### config.mk
export PLATFORM = sky130hd
export DESIGN_NAME = move_encoder_flat
export DESIGN_NICKNAME = d
export VERILOG_FILES = /design/src/rtl/move_encoder_if.sv /design/src/rtl/move_encoder.sv /design/src/flat_wrapper.sv
export SDC_FILE = /design/constraint.sdc
export NUM_CORES = 1
export LEC_CHECK = 0
export ABC_CLOCK_PERIOD_IN_PS = 2500
export CAP_MARGIN = 20
export CORE_ASPECT_RATIO = 1.1
export CORE_MARGIN = 5
export CORE_UTILIZATION = 25
export CTS_CLUSTER_SIZE = 12
export DETAILED_ROUTE_END_ITERATION = 10
export PLACE_DENSITY_LB_ADDON = 0.2
export SLEW_MARGIN = 10
export SYNTH_ARGS = -nofsm -noshare
export SYNTH_HDL_FRONTEND = slang
export SYNTH_SLANG_ARGS = --single-unit
### constraint.sdc
create_clock -name clk -period 2.5 [get_ports clk]
set_input_delay 0.5 -clock clk [delete_from_list [all_inputs] [get_ports clk]]
set_output_delay 0.5 -clock clk [all_outputs]
set_load 0.01 [all_outputs]
### src/rtl/move_encoder_if.sv
// Location-in / direction-out bus of the path replay encoder.
// master: path source and direction consumer; slave: move_encoder.
interface move_encoder_if;
    logic [7:0] locIn;
    logic       locValid;
    logic       locLast;
    logic       locReady;
    logic [1:0] dirOut;
    logic       dirValid;
    logic       dirReady;
    logic [7:0] moveCnt;
    logic       finished;
    logic       err;

    modport master (
        output locIn, locValid, locLast, dirReady,
        input  locReady, dirOut, dirValid, moveCnt, finished, err
    );

    modport slave (
        input  locIn, locValid, locLast, dirReady,
        output locReady, dirOut, dirValid, moveCnt, finished, err
    );
endinterface

### src/rtl/move_encoder.sv
// Converts consecutive solved-path locations {X[7:4], Y[3:0]} into 2-bit
// direction codes (00 Y-1, 01 X+1, 10 X-1, 11 Y+1), buffers them in a
// show-ahead FIFO and flags non-adjacent steps as a sticky error.
module move_encoder #(
    parameter int DEPTH = 16,
    parameter int AW    = 4
) (
    input  logic clk,
    input  logic rst,
    move_encoder_if.slave bus
);

    typedef enum logic [2:0] {
        IDLE,
        TRACK,
        DRAIN,
        FINISH,
        ERROR
    } state_t;

    state_t        state, stateNx;
    logic [7:0]    prevLoc;
    logic [7:0]    moveCnt;
    logic [1:0]    mem [DEPTH];
    logic [AW:0]   wrPtr, rdPtr;
    logic          empty, full;
    logic          locReady;
    logic          accept, push, pop, capture;
    logic          legal;
    logic [1:0]    code;
    logic [4:0]    xNew, xOld, yNew, yOld;

    assign empty    = (wrPtr == rdPtr);
    assign full     = (wrPtr[AW] != rdPtr[AW]) && (wrPtr[AW-1:0] == rdPtr[AW-1:0]);
    assign locReady = ((state == IDLE) || (state == TRACK)) && !full;
    assign accept   = bus.locValid && locReady;
    assign pop      = !empty && bus.dirReady;

    // Coordinates widened by one bit so a 15<->0 step never looks adjacent.
    assign xNew = {1'b0, bus.locIn[7:4]};
    assign yNew = {1'b0, bus.locIn[3:0]};
    assign xOld = {1'b0, prevLoc[7:4]};
    assign yOld = {1'b0, prevLoc[3:0]};

    // Classify the offered location against prevLoc as one unit step or illegal.
    always_comb begin
        legal = 1'b0;
        code  = 2'b00;
        if (yNew == yOld) begin
            if (xNew == xOld + 5'd1) begin
                legal = 1'b1;
                code  = 2'b01;
            end else if (xNew + 5'd1 == xOld) begin
                legal = 1'b1;
                code  = 2'b10;
            end
        end else if (xNew == xOld) begin
            if (yNew == yOld + 5'd1) begin
                legal = 1'b1;
                code  = 2'b11;
            end else if (yNew + 5'd1 == yOld) begin
                legal = 1'b1;
                code  = 2'b00;
            end
        end
    end

    // State register.
    always_ff @(posedge clk or posedge rst) begin
        if (rst) begin
            state <= IDLE;
        end else begin
            state <= stateNx;
        end
    end

    // Next-state decode plus push / prevLoc-capture strobes.
    always_comb begin
        stateNx = state;
        push    = 1'b0;
        capture = 1'b0;
        case (state)
            IDLE: begin
                if (accept) begin
                    if (bus.locIn == 8'h00) begin
                        capture = 1'b1;
                        stateNx = bus.locLast ? DRAIN : TRACK;
                    end else begin
                        stateNx = ERROR;
                    end
                end
            end
            TRACK: begin
                if (accept) begin
                    if (legal) begin
                        push    = 1'b1;
                        capture = 1'b1;
                        if (bus.locLast) begin
                            stateNx = DRAIN;
                        end
                    end else begin
                        stateNx = ERROR;
                    end
                end
            end
            DRAIN: begin
                if (empty) begin
                    stateNx = FINISH;
                end
            end
            FINISH:  stateNx = FINISH;
            ERROR:   stateNx = ERROR;
            default: stateNx = ERROR;
        endcase
    end

    // Last accepted location and saturating count of pushed codes.
    always_ff @(posedge clk or posedge rst) begin
        if (rst) begin
            prevLoc <= '0;
            moveCnt <= '0;
        end else begin
            if (capture) begin
                prevLoc <= bus.locIn;
            end
            if (push && (moveCnt != 8'hFF)) begin
                moveCnt <= moveCnt + 8'd1;
            end
        end
    end

    // FIFO pointers; the extra MSB separates full from empty.
    always_ff @(posedge clk or posedge rst) begin
        if (rst) begin
            wrPtr <= '0;
            rdPtr <= '0;
        end else begin
            if (push) begin
                wrPtr <= wrPtr + (AW+1)'(1);
            end
            if (pop) begin
                rdPtr <= rdPtr + (AW+1)'(1);
            end
        end
    end

    // FIFO storage; contents are meaningless once the pointers are reset.
    always_ff @(posedge clk) begin
        if (push) begin
            mem[wrPtr[AW-1:0]] <= code;
        end
    end

    assign bus.locReady = locReady;
    assign bus.dirValid = !empty;
    assign bus.dirOut   = empty ? 2'b00 : mem[rdPtr[AW-1:0]];
    assign bus.moveCnt  = moveCnt;
    assign bus.finished = (state == FINISH);
    assign bus.err      = (state == ERROR);

endmodule

### src/flat_wrapper.sv
// flat-port wrapper written by rule: the top's interface ports become plain ports
module move_encoder_flat 
#(
    parameter int DEPTH = 16,
    parameter int AW    = 4
)
  (clk, rst, bus_locIn, bus_locValid, bus_locLast, bus_dirReady, bus_locReady, bus_dirOut, bus_dirValid, bus_moveCnt, bus_finished, bus_err);
  move_encoder_if bus_i ();
  input  logic clk;
  input  logic rst;
  input wire logic [$bits(bus_i.locIn)-1:0] bus_locIn;
  input wire logic [$bits(bus_i.locValid)-1:0] bus_locValid;
  input wire logic [$bits(bus_i.locLast)-1:0] bus_locLast;
  input wire logic [$bits(bus_i.dirReady)-1:0] bus_dirReady;
  output wire logic [$bits(bus_i.locReady)-1:0] bus_locReady;
  output wire logic [$bits(bus_i.dirOut)-1:0] bus_dirOut;
  output wire logic [$bits(bus_i.dirValid)-1:0] bus_dirValid;
  output wire logic [$bits(bus_i.moveCnt)-1:0] bus_moveCnt;
  output wire logic [$bits(bus_i.finished)-1:0] bus_finished;
  output wire logic [$bits(bus_i.err)-1:0] bus_err;
  assign bus_i.locIn = bus_locIn;
  assign bus_i.locValid = bus_locValid;
  assign bus_i.locLast = bus_locLast;
  assign bus_i.dirReady = bus_dirReady;
  assign bus_locReady = bus_i.locReady;
  assign bus_dirOut = bus_i.dirOut;
  assign bus_dirValid = bus_i.dirValid;
  assign bus_moveCnt = bus_i.moveCnt;
  assign bus_finished = bus_i.finished;
  assign bus_err = bus_i.err;
  move_encoder #(.DEPTH(DEPTH), .AW(AW)) u_core (.clk(clk), .rst(rst), .bus(bus_i));
endmodule
==> results.md <==
- Initial antenna violation count: 0
- CTS Buf Count: 9
- Area Overhead vs Synth: 45.0%
- Critical path required time: 2.00 ns
- Post-synth top cells: edfxtp_1 (32), dfrtp_1 (29), and3_1 (17), xor2_1 (17), xnor2_1 (16)
- TritonCTS clock tree: built
- # setup viols final: 2
- Maximum VDD drop: 0.311 mV
- Initial Utilization: 25.5%
- Crit-path leading delay family: multiplexers
- Reg2reg setup slack: 0.10 ns
- Status: finished with violations
- Clock Tree Root: clkbuf_16
- Synth area leader: edfxtp_1
- Max Cap Viol: 0
- CP Cell Sequence: buf_12, mux4_2, mux4_2, nor2b_1, buf_2
- Worst setup EP type: output pin
- Starting DRT DRC Count: 86
- Min Clock Period, post-route: 2.62 ns
- Final Hold Viols: 0
- Worst Slack Setup Final: -0.116 ns
- CTS Sinks: 61
- PwrDens: 688 nW/um^2
- #FFs+latches synth: 61
- Inst Count DP: 479
- CP max stage cell: mux4_2
- DRC Markers: 0
- Die height: 129 um
- Depth of the worst hold-timing path: 1
- Initial DRT Pass Iterations: 4
- Synth cell types: 42
- Row count: 43
- Worst reg2reg path startpoint: u_core.rdPtr[0]$_DFFE_PP0P_
- Routability cong.: 0.753
- Rel. slew slack: 68.9%
- Leak: 2.01 nW
- Warnings, synthesis: 0
- Clock Latency Late Sink: 0.32 ns
- Wire length of the first global-routing pass: 12.2 mm
- Routed via count: 2274
- Vias in the first global route: 2438
- Vias per cell: 4.48
- Largest net degree at the start of global routing: 30
- Final #Nets: 371
- Final Max Slew Viols: 0
- Die Span X: 118 um
- Mapped Area: 3230 sq um
- Io pins: 27
- CTS H-tree depth: 3
- FFs w/ async S/R, synth: 47.5%
- Sequential share of the synthesized area: 52.2%
- Port Buffer Count: 26
- Max frequency: 0.382 GHz
- # fillers: 1220
- Worst slack, placed: -0.477 ns
- Least-Margin Pin Slew: 0.466 ns
- CP max stage delay: 0.52 ns
- Most used DFF post-synth: edfxtp_1
- Bufs on Longest Clock Path: 2
- Core footprint: 12600 sq um
- CP dominant cell by count: mux4_2
- Min-delay src: u_core.rdPtr[4]$_DFFE_PP0P_
- Violated checks: negative setup slack
- Layout cells sized above 1: 35.9%
- Critical path type: register to output pin
- Clk slew on worst S/H paths: 0.05 ns
- Post-Route Skew: 0.00881 ns
- WP data arrival: 2.12 ns
- Syn_area_per_cell: 12.5 sq um
- R2R Path End: u_core.mem[9][0]$_DFFE_PP_
- CTS Hold Buffers Added: 0
- Most frequent cell after synthesis: edfxtp_1
- EDFF count, synth: 32
- CP Launch Type: register
- Final Cycle Share: 105%
- DR WL/cell: 14.5 um
- Share of the synthesized area in the top cell type: 29.8%
- Gate Count Post-Synth: 258
- Hold Path End: u_core.rdPtr[4]$_DFFE_PP0P_
- RSZ-0062 raised after global routing: yes
- Mapped Nets: 283
- Placed wire-length estimate: 5.20 mm
- Hold WC Path Type: register to register
- Routed WL: 7.36 mm
- Final ANT Viol Nets: 0
- DIE AREA: 15300 sq um
- Tot GR Track Use: 10.1%
- CP Max Fanout: 5
- CP Buf/Inv Count: 2
- Largest cells by area after synthesis: edfxtp_1 (30%), dfrtp_1 (22%), mux4_2 (7.0%)
- Setup_tns: -0.222 ns
- R2R cell count: 10
- Inserted Diodes: 0
- Total gr overflow: 0
- Final non-filler cell total: 508
worst reg2reg max path: stages, from the launching register on:
cell       delay [ns]
dfrtp_2          0.44
clkbuf_16        0.17
buf_6            0.13
xor2_2           0.13
nor4_2           0.06
buf_4            0.14
a21boi_2         0.16
nand2_2          0.11
a211oi_4         0.28
bufbuf_16        0.30
and3_1           0.20
flip-flops by register name, summed over array words and instances, names as in the netlist:
signal              count
u_core.mem             32
u_core.rdPtr            5
u_core.state            3
u_core.bus.moveCnt      8
u_core.prevLoc          8
u_core.wrPtr            5
kinds of logic after synthesis:
group / share of synthesized area [%]
xor+xnor: 9.46
simple gates: 13.4
flops: 52.2
fa+ha+maj: 4.65
buf+inv: 2.64
mux: 9.73
compound gates: 7.87
worst max path at each step:
stage / endpoint / slack, ns / cells past startpoint / from
2_1_floorplan: u_core.mem[3][0]$_DFFE_PP_ / 0.05 / 9 / bus_locIn[6]
3_3_place_gp: u_core.prevLoc[0]$_DFFE_PP0P_ / -0.48 / 10 / bus_locIn[4]
3_5_place_dp: u_core.prevLoc[1]$_DFFE_PP0P_ / -0.48 / 9 / bus_locIn[3]
4_1_cts: bus_dirOut[0] / -0.18 / 5 / u_core.rdPtr[0]$_DFFE_PP0P_
5_1_grt: bus_dirOut[0] / -0.20 / 5 / u_core.rdPtr[0]$_DFFE_PP0P_
6_report: bus_dirOut[0] / -0.12 / 5 / u_core.rdPtr[0]$_DFFE_PP0P_
what timing repair did:
| item | 4_1_cts | 5_1_grt |
|---|---|---|
| setup endpoints to repair | 35 | 40 |
| setup buffers | 7 | 4 |
| cloned | 3 | 0 |
| pin swaps | 17 | 10 |
| resized for setup | 50 | 15 |
report_power, final:
part / switching, W / total [W] / internal (W) / leakage [nW]
combinational: 0.000319 / 0.000775 / 0.000456 / 1.14
sequential: 0.0000447 / 0.00115 / 0.00110 / 0.727
clock: 0.000424 / 0.00130 / 0.000875 / 0.150
through the flow:
step	total power (W)	utilization, %	hold WS [ns]	instance area, sq um
floorplan	0.00155	-	0.461	3230
global placement	0.00185	32.1	0.486	4060
detailed placement	0.00186	32.1	0.488	4060
CTS	0.00324	36.6	0.498	4620
global route	0.00338	37.0	0.504	4680
finish	0.00322	37.0	0.490	4680
cells in the final DEF, fill, tap and decap left out, types with 3 or more instances in the layout:
cell type	instances
ha_1	11
inv_1	8
buf_12	4
and3_4	3
buf_6	5
nor2_1	13
a21oi_1	6
nand3_1	8
a22o_1	4
xnor2_2	5
buf_4	50
edfxtp_1	32
o21ai_0	6
nand2b_1	5
dfrtp_1	27
nor2b_1	6
mux2_4	5
xnor2_1	12
mux4_2	10
nand4_1	5
clkbuf_16	10
nor3b_1	3
xor2_1	16
dlygate4sd2_1	8
nand2_1	12
clkdlybuf4s50_1	14
and3_1	13
layout make-up:
class / count / area (sq um) / share of cell area [%]
clock buffer: 11 / 233 / 4.97
clock inverter: 5 / 85.1 / 1.82
inverter: 9 / 33.8 / 0.722
multi-input combinational: 178 / 1620 / 34.5
sequential: 61 / 1690 / 36.1
tap: 157 / 196 / 4.20
timing repair buffer: 87 / 827 / 17.7
metal layers:
metal  track usage (%)  up-vias  share of wire [%]
met1              11.7     1113                 43
met4              2.50        0               0.98
met2              18.2       35                 53
met5                 0        -                  0
met3              3.01        7                3.0
li1                  -     1119                  -
(Power assumes the default switching activity.)
